==> src/rtl/wordle_guess_eval_pkg.sv <==
// Shared definitions for the Wordle guess scorer: sizes, colour codes,
// FSM state encoding and a letter extraction helper.
package wordle_guess_eval_pkg;

    localparam int WORD_LEN = 5;
    localparam int NUM_ROWS = 6;

    localparam logic [2:0] LAST_ROW = 3'(NUM_ROWS - 1);
    localparam logic [2:0] LAST_IDX = 3'(WORD_LEN - 1);

    typedef logic [1:0] colour_t;

    localparam colour_t COL_EMPTY  = 2'b00;
    localparam colour_t COL_GRAY   = 2'b01;
    localparam colour_t COL_YELLOW = 2'b10;
    localparam colour_t COL_GREEN  = 2'b11;

    typedef enum logic [2:0] {
        ST_IDLE   = 3'd0,
        ST_GREEN  = 3'd1,
        ST_YELLOW = 3'd2,
        ST_WRITE  = 3'd3,
        ST_DONE   = 3'd4
    } state_t;

    // Letter 0 sits in the most significant byte of the packed word.
    function automatic logic [7:0] letter_at(input logic [8*WORD_LEN-1:0] word,
                                             input logic [2:0]            idx);
        int pos;
        pos = WORD_LEN - 1 - int'(idx);
        return word[8*pos +: 8];
    endfunction

endpackage

==> src/rtl/wordle_guess_eval_letter_match.sv <==
// Finds the lowest still-unused answer position holding a given guess letter.
module wordle_guess_eval_letter_match
    import wordle_guess_eval_pkg::*;
(
    input  logic [7:0]            i_letter,
    input  logic [8*WORD_LEN-1:0] i_word,
    input  logic [WORD_LEN-1:0]   i_used,
    output logic                  o_hit,
    output logic [2:0]            o_idx
);

    // Scan from the top down so the last assignment wins with the lowest index.
    always_comb begin
        o_hit = 1'b0;
        o_idx = 3'd0;
        for (int j = WORD_LEN - 1; j >= 0; j--) begin
            if (!i_used[j] && (letter_at(i_word, 3'(j)) == i_letter)) begin
                o_hit = 1'b1;
                o_idx = 3'(j);
            end
        end
    end

endmodule

==> src/rtl/wordle_guess_eval.sv <==
// Scores a guess against the answer (greens first, then yellows consuming
// unused answer positions left to right) and keeps a per-row colour table
// for the renderer.
module wordle_guess_eval
    import wordle_guess_eval_pkg::*;
(
    input  logic                  i_clk,
    input  logic                  i_reset,
    input  logic                  i_clear,
    input  logic                  i_start,
    input  logic [8*WORD_LEN-1:0] i_guess,
    input  logic [8*WORD_LEN-1:0] i_answer,
    input  logic [2:0]            i_row,
    output logic                  o_busy,
    output logic                  o_done,
    output logic [2*WORD_LEN-1:0] o_colors,
    output logic                  o_win,
    input  logic [2:0]            i_rd_row,
    output logic [2*WORD_LEN-1:0] o_rd_colors
);

    state_t                r_state;
    state_t                w_next;
    logic [2:0]            r_idx;
    logic [WORD_LEN-1:0]   r_used;
    colour_t               r_col [WORD_LEN];
    logic [8*WORD_LEN-1:0] r_guess;
    logic [8*WORD_LEN-1:0] r_answer;
    logic [2:0]            r_row;
    logic [2*WORD_LEN-1:0] r_colors;
    logic                  r_win;
    logic [2*WORD_LEN-1:0] r_table [NUM_ROWS];

    logic [7:0]            w_g_letter;
    logic [7:0]            w_a_letter;
    logic                  w_hit;
    logic [2:0]            w_hit_idx;
    logic [2*WORD_LEN-1:0] w_col_packed;

    assign w_g_letter   = letter_at(r_guess, r_idx);
    assign w_a_letter   = letter_at(r_answer, r_idx);
    assign w_col_packed = {r_col[0], r_col[1], r_col[2], r_col[3], r_col[4]};

    wordle_guess_eval_letter_match u_match (
        .i_letter (w_g_letter),
        .i_word   (r_answer),
        .i_used   (r_used),
        .o_hit    (w_hit),
        .o_idx    (w_hit_idx)
    );

    // State register.
    always_ff @(posedge i_clk or posedge i_reset) begin
        if (i_reset) r_state <= ST_IDLE;
        else         r_state <= w_next;
    end

    // Next-state logic: five GREEN and five YELLOW passes, one WRITE, one DONE.
    always_comb begin
        w_next = r_state;
        case (r_state)
            ST_IDLE:   if (i_start) w_next = ST_GREEN;
            ST_GREEN:  if (r_idx == LAST_IDX) w_next = ST_YELLOW;
            ST_YELLOW: if (r_idx == LAST_IDX) w_next = ST_WRITE;
            ST_WRITE:  w_next = ST_DONE;
            ST_DONE:   w_next = ST_IDLE;
            default:   w_next = ST_IDLE;
        endcase
    end

    // Status outputs decoded from the state.
    always_comb begin
        o_busy = (r_state != ST_IDLE);
        o_done = (r_state == ST_DONE);
    end

    // Operand latch, letter index, used mask and working colours.
    always_ff @(posedge i_clk or posedge i_reset) begin
        if (i_reset) begin
            r_idx    <= 3'd0;
            r_used   <= '0;
            r_guess  <= '0;
            r_answer <= '0;
            r_row    <= 3'd0;
            r_colors <= '0;
            r_win    <= 1'b0;
            for (int k = 0; k < WORD_LEN; k++) r_col[k] <= COL_EMPTY;
        end else begin
            case (r_state)
                ST_IDLE: begin
                    if (i_start) begin
                        r_guess  <= i_guess;
                        r_answer <= i_answer;
                        r_row    <= i_row;
                        r_idx    <= 3'd0;
                        r_used   <= '0;
                        r_colors <= '0;
                        r_win    <= 1'b0;
                        for (int k = 0; k < WORD_LEN; k++) r_col[k] <= COL_EMPTY;
                    end
                end
                ST_GREEN: begin
                    if (w_g_letter == w_a_letter) begin
                        r_col[r_idx]  <= COL_GREEN;
                        r_used[r_idx] <= 1'b1;
                    end
                    r_idx <= (r_idx == LAST_IDX) ? 3'd0 : r_idx + 3'd1;
                end
                ST_YELLOW: begin
                    if (r_col[r_idx] != COL_GREEN) begin
                        if (w_hit) begin
                            r_col[r_idx]      <= COL_YELLOW;
                            r_used[w_hit_idx] <= 1'b1;
                        end else begin
                            r_col[r_idx] <= COL_GRAY;
                        end
                    end
                    r_idx <= (r_idx == LAST_IDX) ? 3'd0 : r_idx + 3'd1;
                end
                ST_WRITE: begin
                    // Loaded here so the result is already visible during DONE.
                    r_colors <= w_col_packed;
                    r_win    <= (w_col_packed == {WORD_LEN{COL_GREEN}});
                end
                default: ;
            endcase
        end
    end

    // Colour table: clear wins over a same-cycle write; rows above 5 are dropped.
    always_ff @(posedge i_clk or posedge i_reset) begin
        if (i_reset) begin
            for (int k = 0; k < NUM_ROWS; k++) r_table[k] <= '0;
        end else if (i_clear) begin
            for (int k = 0; k < NUM_ROWS; k++) r_table[k] <= '0;
        end else if ((r_state == ST_WRITE) && (r_row <= LAST_ROW)) begin
            r_table[r_row] <= w_col_packed;
        end
    end

    // Renderer read port.
    always_comb begin
        o_rd_colors = '0;
        if (i_rd_row <= LAST_ROW) o_rd_colors = r_table[i_rd_row];
    end

    assign o_colors = r_colors;
    assign o_win    = r_win;

endmodule

==> config.mk <==
export PLATFORM = sky130hd
export DESIGN_NAME = wordle_guess_eval
export DESIGN_NICKNAME = d
export VERILOG_FILES = /design/src/rtl/wordle_guess_eval_pkg.sv /design/src/rtl/wordle_guess_eval_letter_match.sv /design/src/rtl/wordle_guess_eval.sv
export SDC_FILE = /design/constraint.sdc
export NUM_CORES = 1
export LEC_CHECK = 0
export BUFFER_PORTS_ARGS = -buffer_cell sky130_fd_sc_hd__clkbuf_2
export CAP_MARGIN = 10
export CORE_ASPECT_RATIO = 0.8
export CORE_UTILIZATION = 35
export CTS_BUF_LIST = sky130_fd_sc_hd__clkbuf_16
export DETAILED_ROUTE_END_ITERATION = 8
export PLACE_DENSITY_LB_ADDON = 0.25
export SLEW_MARGIN = 15
export SYNTH_ARGS = -nofsm -noshare
export SYNTH_HDL_FRONTEND = slang
export SYNTH_HIERARCHICAL = 1
export SYNTH_SLANG_ARGS = --single-unit
==> constraint.sdc <==
create_clock -name i_clk -period 6.7 [get_ports i_clk]
set_clock_uncertainty 0.1 [all_clocks]
set_input_delay 0.67 -clock i_clk [delete_from_list [all_inputs] [get_ports i_clk]]
set_output_delay 0.67 -clock i_clk [all_outputs]
set_load 0.03 [all_outputs]
# Yosys cells after proc, flatten, opt, wreduce, memory -nomap -nowiden
# Cells that the tools add are included.
[op_classes]
n_addsub = 2
n_lt_le_gt_ge = 11
eq_ne = 19
n_shift = 2
mux = 48
n_bitwise = 12
reduce_logical = 28
[ops]
columns = ["operator", "n"]
rows = [
  ["$mux 60", 2],
  ["$mux 10", 8],
  ["$shiftx 40x7->8", 2],
  ["$bwmux 60", 1],
  ["$eq 8x8->1", 6],
  ["$bmux 10 s3", 1],
  ["$demux 10 s3", 1],
  ["$mux 3", 10],
  ["$pmux 10 s3", 1],
  ["$mux 5", 4],
  ["$or 5x5->5", 4],
  ["$pmux 10 s2", 1],
  ["$pmux 5 s3", 1],
  ["$ge 4x4->1 const B", 3],
  ["$ne 2x2->1 const B", 6],
  ["$not 3->4", 3],
  ["$pmux 3 s4", 1],
  ["$and 5x5->5", 2],
  ["$eq 10x10->1 const B", 1],
  ["$logic_and 1x1->1", 10],
  ["$not 5->5", 2],
  ["$or 10x10->10", 1],
  ["$lt 3x4->1 const B", 2],
  ["$lt 4x1->1 const B", 2],
  ["24 further kinds", 47],
]
[totals]
register_bits = 175
in_bits = 90
out_inout_bits = 23

# Longest topological paths before layout
# Gate-level depths: netlist of the first run.
[depth]
word_depth = 17
depth_mapped = 23
ltp_nobuf = 17

# Modules after synthesis
# Netlist of the first run, hierarchy kept.
[by_module_without_submodules]
columns = ["module", "n_inst", "cells_per_inst", "area_each_um2", "seq_area_each_um2"]
rows = [
  ["wordle_guess_eval", 1, 985, 8886.0, 4379.2],
  ["wordle_guess_eval_letter_match", 1, 70, 590.6, 0.0],
]

# Least setup slack after synthesis of the first run
# OpenSTA, ideal clock, no wires.
[synth_path]
path_kind = "reg-to-reg"
start = "reg r_idx[0]"
end = "reg r_col[9] (netlist name)"
setup_ns = 0.083
t_arrival_ns = 4.132
required_ns = 6.517
setup_slack_ns = 2.385
path_stages_with_launch = 21
synth_period_minus_slack_ns = 4.315
cell_sequence = "dfrtp_1 buf_6 buf_6 inv_2 ha_1 ha_1 buf_2 inv_1 a211oi_1 a22o_1 buf_6 xnor2_2 nand3_1 or4_4 nor2b_4 nand4_1 clkbuf_1 nand3b_1 a21oi_1 nand3_1 o21ai_0"
[synth_between]
elab_chain_cells = 12
elab_cells_between_ends = 40
cone_classes = "add/sub (1); order compare (2); eq/ne (9); shift (2); mux (14); bitwise (5); reduce/logical (7)"
[synth_lines]
columns = ["item", "line", "text"]
rows = [
  ["start: declaration", "wordle_guess_eval.sv:24", "logic [2:0] r_idx;"],
  ["start signal: assignment", "wordle_guess_eval.sv:107", "r_idx <= (r_idx == LAST_IDX) ? 3'd0 : r_idx + 3'd1;"],
  ["start signal: assignment", "wordle_guess_eval.sv:118", "r_idx <= (r_idx == LAST_IDX) ? 3'd0 : r_idx + 3'd1;"],
  ["$sub 3x3->4 (*)", "wordle_guess_eval_pkg.sv:30", "pos = WORD_LEN - 1 - int'(idx);"],
  ["$shiftx 40x7->8 (*)", "wordle_guess_eval_pkg.sv:31", "return word[8*pos +: 8];"],
  ["named net w_g_letter[1]", "wordle_guess_eval.sv:34", "logic [7:0] w_g_letter;"],
  ["$eq 8x8->1", "wordle_guess_eval_letter_match.sv:17", "if (!i_used[j] && (letter_at(i_word, 3'(j)) == i_letter)) begin"],
  ["$logic_and 1x1->1", "wordle_guess_eval_letter_match.sv:17", ""],
  ["$mux 1 (4 in a row)", "wordle_guess_eval_letter_match.sv:17", ""],
  ["$mux 1 (*)", "wordle_guess_eval_letter_match.sv:17", ""],
  ["named net w_hit", "wordle_guess_eval.sv:36", "logic w_hit;"],
  ["$mux 10 (*)", "wordle_guess_eval.sv:111", "if (w_hit) begin"],
  ["$mux 10 (*)", "wordle_guess_eval.sv:110", "if (r_col[r_idx] != COL_GREEN) begin"],
  ["$pmux 10 s3 (*)", "wordle_guess_eval.sv:89", "case (r_state)"],
  ["end signal: indexed assignment", "wordle_guess_eval.sv:104", "r_col[r_idx] <= COL_GREEN;"],
  ["end signal: indexed assignment", "wordle_guess_eval.sv:112", "r_col[r_idx] <= COL_YELLOW;"],
  ["end signal: indexed assignment", "wordle_guess_eval.sv:115", "r_col[r_idx] <= COL_GRAY;"],
  ["end: declaration", "wordle_guess_eval.sv:26", "colour_t r_col [WORD_LEN];"],
]
# The timed path passes the listed nets; every way through them passes the cells marked *. The select of a mux whose other input is x is not followed.
# A chain may end at the register's enable or synchronous reset.

# Worst setup path after layout of the first run
[layout_path]
start = "reg r_idx[1]"
end = "reg r_col[9] (netlist name)"
# The elaborated chain is that of the path after synthesis.

==> flow_metrics.tcl, run 1 <==
set metrics [dict create \
    status "completed" \
    yosysWarnings 6 \
    drc_errors 0 \
    viasPerCell 5.07 \
    slew_viol_final 0 \
    stdcell_count 1487 \
    grt_setup_unrepaired "false" \
    synth-edff-count 0 \
    design.die.area_um2 27700 \
    antenna_found_initial 0 \
    clk_pin_slew_ps 70 \
    fin_setup_tns_ps 0 \
    cts_root_buffer "clkbuf_16" \
    synth_area_leaders "dfrtp_1 46%, nand2_1 12%, mux2i_1 9.0%" \
    swShare 0.450 \
    clkPwrFrac 0.199 \
    totalWireLength_um 26200 \
    max_slew_margin 0.260 \
    netlist.area_leader.share 0.462 \
    layout.nets 1210 \
    met1_usage 0.311 \
    grt_pass1_wl_um 41800 \
    ys_seq_area_frac 0.462 \
    final_cell_mix "306 x nand2_1, 174 x dfrtp_1, 112 x clkbuf_2" \
    p_leak_uw 0.00533 \
    top_usage_layer "met1" \
    final_common_cell "nand2_1" \
    worst_hold_slack_ps 130 \
    die_w_um 186 \
    clock_path_buffers 2 \
    fmax_mhz 198 \
    max_slew.worst_pin.slew_ps 1110 \
    cts_tree "yes" \
    num_antenna_cells 0 \
    setup_viol 0 \
    grt_util_met2 0.275 \
    syn_nets 1148 \
    cts_resized 0 \
    crit_fanout 31 \
    grt_max_degree 101 \
    intPower_uw 2920 \
    irDropWorstVdd_mv 0.305 \
    critPathLaunchType "register" \
    hold_viol_final 0 \
    r2r_cells 16 \
    floorplan.rows 53 \
    cp-endpoint "r_col[9]" \
    num_vias 7545 \
    synthArstFlopShare 1.00 \
    timing.rr.start "r_idx[1]" \
    cp.required_ps 6960 \
    ys_ff_latch 175 \
    cts.sinks 175 \
    grt_pass1_vias 7274 \
    hp-class "in -> async" \
    first_iter_violations 618 \
    gr-usage-met3 0.0427 \
    r2r-end "r_col[9]" \
    netlist_instances 1055 \
    syn_area_per_cell_um2 8.98 \
    pwr-share-seq 0.330 \
    power_switching_uw 2390 \
    htreeDepth 4 \
    arrival_ps 5310 \
    area_growth_pct 14.5 \
    final_layout_size_suffix_gt1_frac 0.177 \
    insertion_delay_ps 440 \
    reg2reg_setup_slack_ps 1650 \
    ios 113 \
    core_area_um2 26500 \
    grtUsageTotal 0.199 \
    crit_type "reg -> reg" \
    hold_buffers 0 \
    dr.pass1.iters 6 \
    postCtsSetupRepairBufs 0 \
    cp-end-kind "register" \
    max_cap_viol_count 0 \
    finish.utilization 0.410 \
    overflow 0 \
    portBuffers 112 \
    postRouteAntennaNets 0 \
    cp-startpoint "r_idx[1]" \
    yosysTopAreaCell "dfrtp_1" \
    die_h_um 149 \
    gp_congestion 0.890 \
    total_power_uw 5310 \
    dp_hpwl_um 18000 \
    synth.cell_area_um2 9480 \
    ys_types 68 \
    power_density_nw_per_um2 489 \
    start_util 0.358 \
    pwr-share-comb 0.471 \
    finalCritPeriodShare 0.754 \
    yosys_most_used_dff "dfrtp_1" \
    period_minus_slack_ps 5050 \
    cts_buffers 17 \
    dp_cells 1455 \
    wl_per_cell_um 17.6 \
]
[how the worst min path moves through the flow]
stage | startpoint | endpoint
4_1_cts | i_reset | r_used[4]
5_1_grt | i_reset | r_answer[15]
6_report | i_reset | r_answer[23]
2_1_floorplan | r_guess[25] | r_guess[25]
3_5_place_dp | r_guess[17] | r_guess[17]
3_3_place_gp | r_guess[21] | r_guess[21]
[power by group through the flow]
| stage | Combinational (µW) | Clock [µW] | Sequential, µW |
|---|---|---|---|
| 4_1_cts | 2490 | 1080 | 1750 |
| 3_5_place_dp | 2470 | 0 | 1760 |
| 3_3_place_gp | 2450 | 0 | 1770 |
| 6_report | 2500 | 1060 | 1750 |
| 2_1_floorplan | 2060 | 0 | 1590 |
| 5_1_grt | 2770 | 1110 | 1790 |
[cell usage after synthesis (all sizes together) (4+ instances only)]
cell and count:
a21oi 27, a31oi 4, a32o 6, a32oi 5, and2 4, and3b 4, buf 31, clkbuf 49
dfrtp 175, inv 18, mux2 15, mux2i 85, mux4 10, nand2 307, nand2b 7, nand3 25
nand3b 5, nand4 11, nor2 95, nor2b 7, nor3 12, o211ai 4, o21ai 41, o22ai 10
o2bb2ai 5, or3 5, xnor2 36, xor2 6
[layout make-up]
cell class	count	area (µm²)
multi-input combinational	781	4680
clock inverter	15	201
inverter	19	76.3
timing repair buffer	123	643
fill	2672	15600
sequential	175	4380
clock buffer	17	425
tap	357	447
[metrics by stage]
stage	setup WS, ps	instance area [µm²]
floorplan	1180	9480
global route	1400	10900
finish	1650	10900
global placement	1860	10200
CTS	1670	10900
detailed placement	1730	10200
[registers in the layout, summed over array words and instances, names as in the netlist]
| register | count |
|---|---|
| o_colors | 10 |
| r_guess | 40 |
| r_state | 3 |
| o_win | 1 |
| r_row | 3 |
| r_idx | 3 |
| r_col | 10 |
| r_table | 60 |
| r_used | 5 |
| r_answer | 40 |
[layer usage]
| layer | share of wire | routed length, µm |
|---|---|---|
| met1 | 0.52 | 13500 |
| met2 | 0.42 | 10900 |
| met3 | 0.059 | 1550 |
| met4 | 0.0089 | 234 |
| met5 | 0 | 0 |
[worst max-delay path: stages, from the launching register on]
cell      delay [ps]
dfrtp_1          550
inv_1            160
ha_1             210
ha_1             260
buf_4            320
inv_1            130
a211oi_1         670
a32o_1           480
xnor2_2          160
nand3_1           90
or4_4            510
nor2b_4          150
nand4_1          300
nand3b_1         180
a21oi_1          390
nand3_1          130
o21ai_0          180
[cells by family (layout without fill, tap and decap cells)]
kind of cell,count (synthesis),in the layout,synth area share
buffers and inverters,99,174,0.0465
adder cells (fa/ha/maj),3,3,0.00396
multiplexers,110,110,0.131
flip-flops,175,175,0.462
AO/OA/AOI/OAI,131,131,0.0903
AND/OR/NAND/NOR,495,495,0.225
XOR/XNOR,42,42,0.0404
Power figures use the tool's default switching activity.
==> run 2, diff against run 1 <==
==> constraint.sdc (replaced) <==
create_clock -name i_clk -period 4.1 [get_ports i_clk]
set_clock_uncertainty 0.1 [all_clocks]
set_input_delay 0.41 -clock i_clk [delete_from_list [all_inputs] [get_ports i_clk]]
set_output_delay 0.41 -clock i_clk [all_outputs]
set_load 0.03 [all_outputs]
==> flow_metrics.tcl, run 2 (synthesized netlist as in run 1, its figures left out) <==
set metrics [dict create \
    area_growth_pct 15.8 \
    largest_register "r_table" \
    stdcell_count 1499 \
    top_usage_layer "met1" \
    wl_per_cell_um 17.5 \
    cts_buffers 17 \
    dr.pass1.iters 5 \
    start_util 0.358 \
    dp_slack_ps 317 \
    cp.required_ps 4340 \
    cts_root_buffer "clkbuf_16" \
    grt_util_met2 0.254 \
    largest_reg_flops 60 \
    portBuffers 112 \
    layout.nets 1222 \
    ios 113 \
    crit_fanout 7 \
    power_density_nw_per_um2 803 \
    postRouteAntennaNets 0 \
    period_minus_slack_ps 3800 \
    irDropWorstVdd_mv 0.366 \
    clock_path_buffers 2 \
    fmax_mhz 263 \
    clkPwrFrac 0.185 \
    final_common_cell "nand2_1" \
    pwr-share-comb 0.492 \
    grt_pass1_wl_um 41200 \
    grt_setup_unrepaired "false" \
    num_vias 7564 \
    met1_usage 0.326 \
    swShare 0.455 \
    final_layout_size_suffix_gt1_frac 0.194 \
    slew_viol_final 0 \
    arrival_ps 4040 \
    num_antenna_cells 0 \
    status "completed" \
    timing.rr.start "r_idx[0]" \
    totalWireLength_um 26300 \
    cts_tree "yes" \
    first_iter_violations 574 \
    fillers 2668 \
    reg2reg_setup_slack_ps 300 \
    grtUsageTotal 0.196 \
    placed_area_um2 10400 \
    dp_cells 1467 \
    insertion_delay_ps 440 \
    finish.utilization 0.415 \
    fin_area_um2 11000 \
    setup_viol 0 \
    floorplan.rows 53 \
    final_cell_mix "306 x nand2_1, 174 x dfrtp_1, 112 x clkbuf_2" \
    grt_pass1_vias 7013 \
    hp-class "in -> async" \
    max_slew_margin 0.258 \
    max_cap_viol_count 0 \
    finalCritPeriodShare 0.926 \
    cp-end-kind "register" \
    timing.final.ws_setup_ps 305 \
    grt_max_degree 101 \
    clk_pin_slew_ps 80 \
    pwr-share-seq 0.323 \
    cts.sinks 175 \
    critPathLaunchType "register" \
    viasPerCell 5.05 \
    drc_errors 0 \
    p_leak_uw 0.00542 \
    r2r-end "r_used[3]" \
    antenna_found_initial 0 \
    hold_viol_final 0 \
    reg.largest.list "r_table: 60 flops, r_answer: 40 flops, r_guess: 40 flops" \
    power_switching_uw 4010 \
    dp_hpwl_um 18600 \
    htreeDepth 4 \
    fin_setup_tns_ps 0 \
    core_area_um2 26500 \
    overflow 0 \
    die_w_um 186 \
    r2r_cells 15 \
    gr-usage-met3 0.0398 \
    max_slew.worst_pin.slew_ps 1110 \
    design.die.area_um2 27700 \
    crit_type "reg -> reg" \
    intPower_uw 4810 \
    gp_congestion 0.900 \
    hold_buffers 0 \
    die_h_um 149 \
]
## run 2: changes by cell type in the layout (fill, tap and decap cells not counted), sizes merged
cell / before / now
buf: 11 / 23
bufinv: 2 / 0
clkinv: 7 / 9
## run 2: layout make-up
class                      instances  area, µm²  area share
clock buffer                      17        425      0.0388
clock inverter                    15        175      0.0160
inverter                          19       75.1     0.00684
multi-input combinational        781       4700       0.428
sequential                       175       4380       0.399
tap                              357        447      0.0407
timing repair buffer             135        774      0.0706
## run 2: how the worst max path moves through the flow
| stage | from | endpoint |
|---|---|---|
| after floorplan | r_idx[0] | r_used[0] |
| after global placement | r_idx[0] | r_used[3] |
| after detailed placement | r_idx[0] | r_used[4] |
| after CTS | r_idx[0] | r_used[2] |
| after global routing | r_idx[1] | r_used[1] |
| final | r_idx[0] | r_used[3] |
## run 2: repair_timing
action	in CTS	in global routing
setup buffers	0	0
endpoints found under the setup margin	0	3
resized for setup	0	8
## run 2: worst max-delay path, stage by stage, from the launching register on
cell and delay (ps):
dfrtp_2 370, inv_2 40, ha_1 180, ha_1 310, inv_1 80, a211oi_2 450, a22o_1 420, xnor2_2 150
nand3_1 80, or4_4 500, nor2b_4 150, nor2_2 130, nor2b_1 170, a21oi_1 90, o22a_1 210, o41ai_2 260
## run 2: routing by layer
layer	routed length [µm]	up-vias
li1	-	3691
met2	10300	184
met4	176	0
met3	1420	10
met5	0	-
met1	14400	3679
## run 2: power groups by stage
stage,registers (µW),clock network (µW),logic [µW]
2_1_floorplan,2600,0,3380
3_3_place_gp,2870,0,4220
3_5_place_dp,2850,0,4240
4_1_cts,2830,1680,4270
5_1_grt,2910,1750,4750
6_report,2850,1630,4340
## run 2: metrics by stage
step           hold WS (ps)  total power (µW)
3_5_place_dp            359              7100
4_1_cts                40.3              8770
6_report               45.6              8820
3_3_place_gp            356              7080
2_1_floorplan           340              5990
5_1_grt                49.4              9400
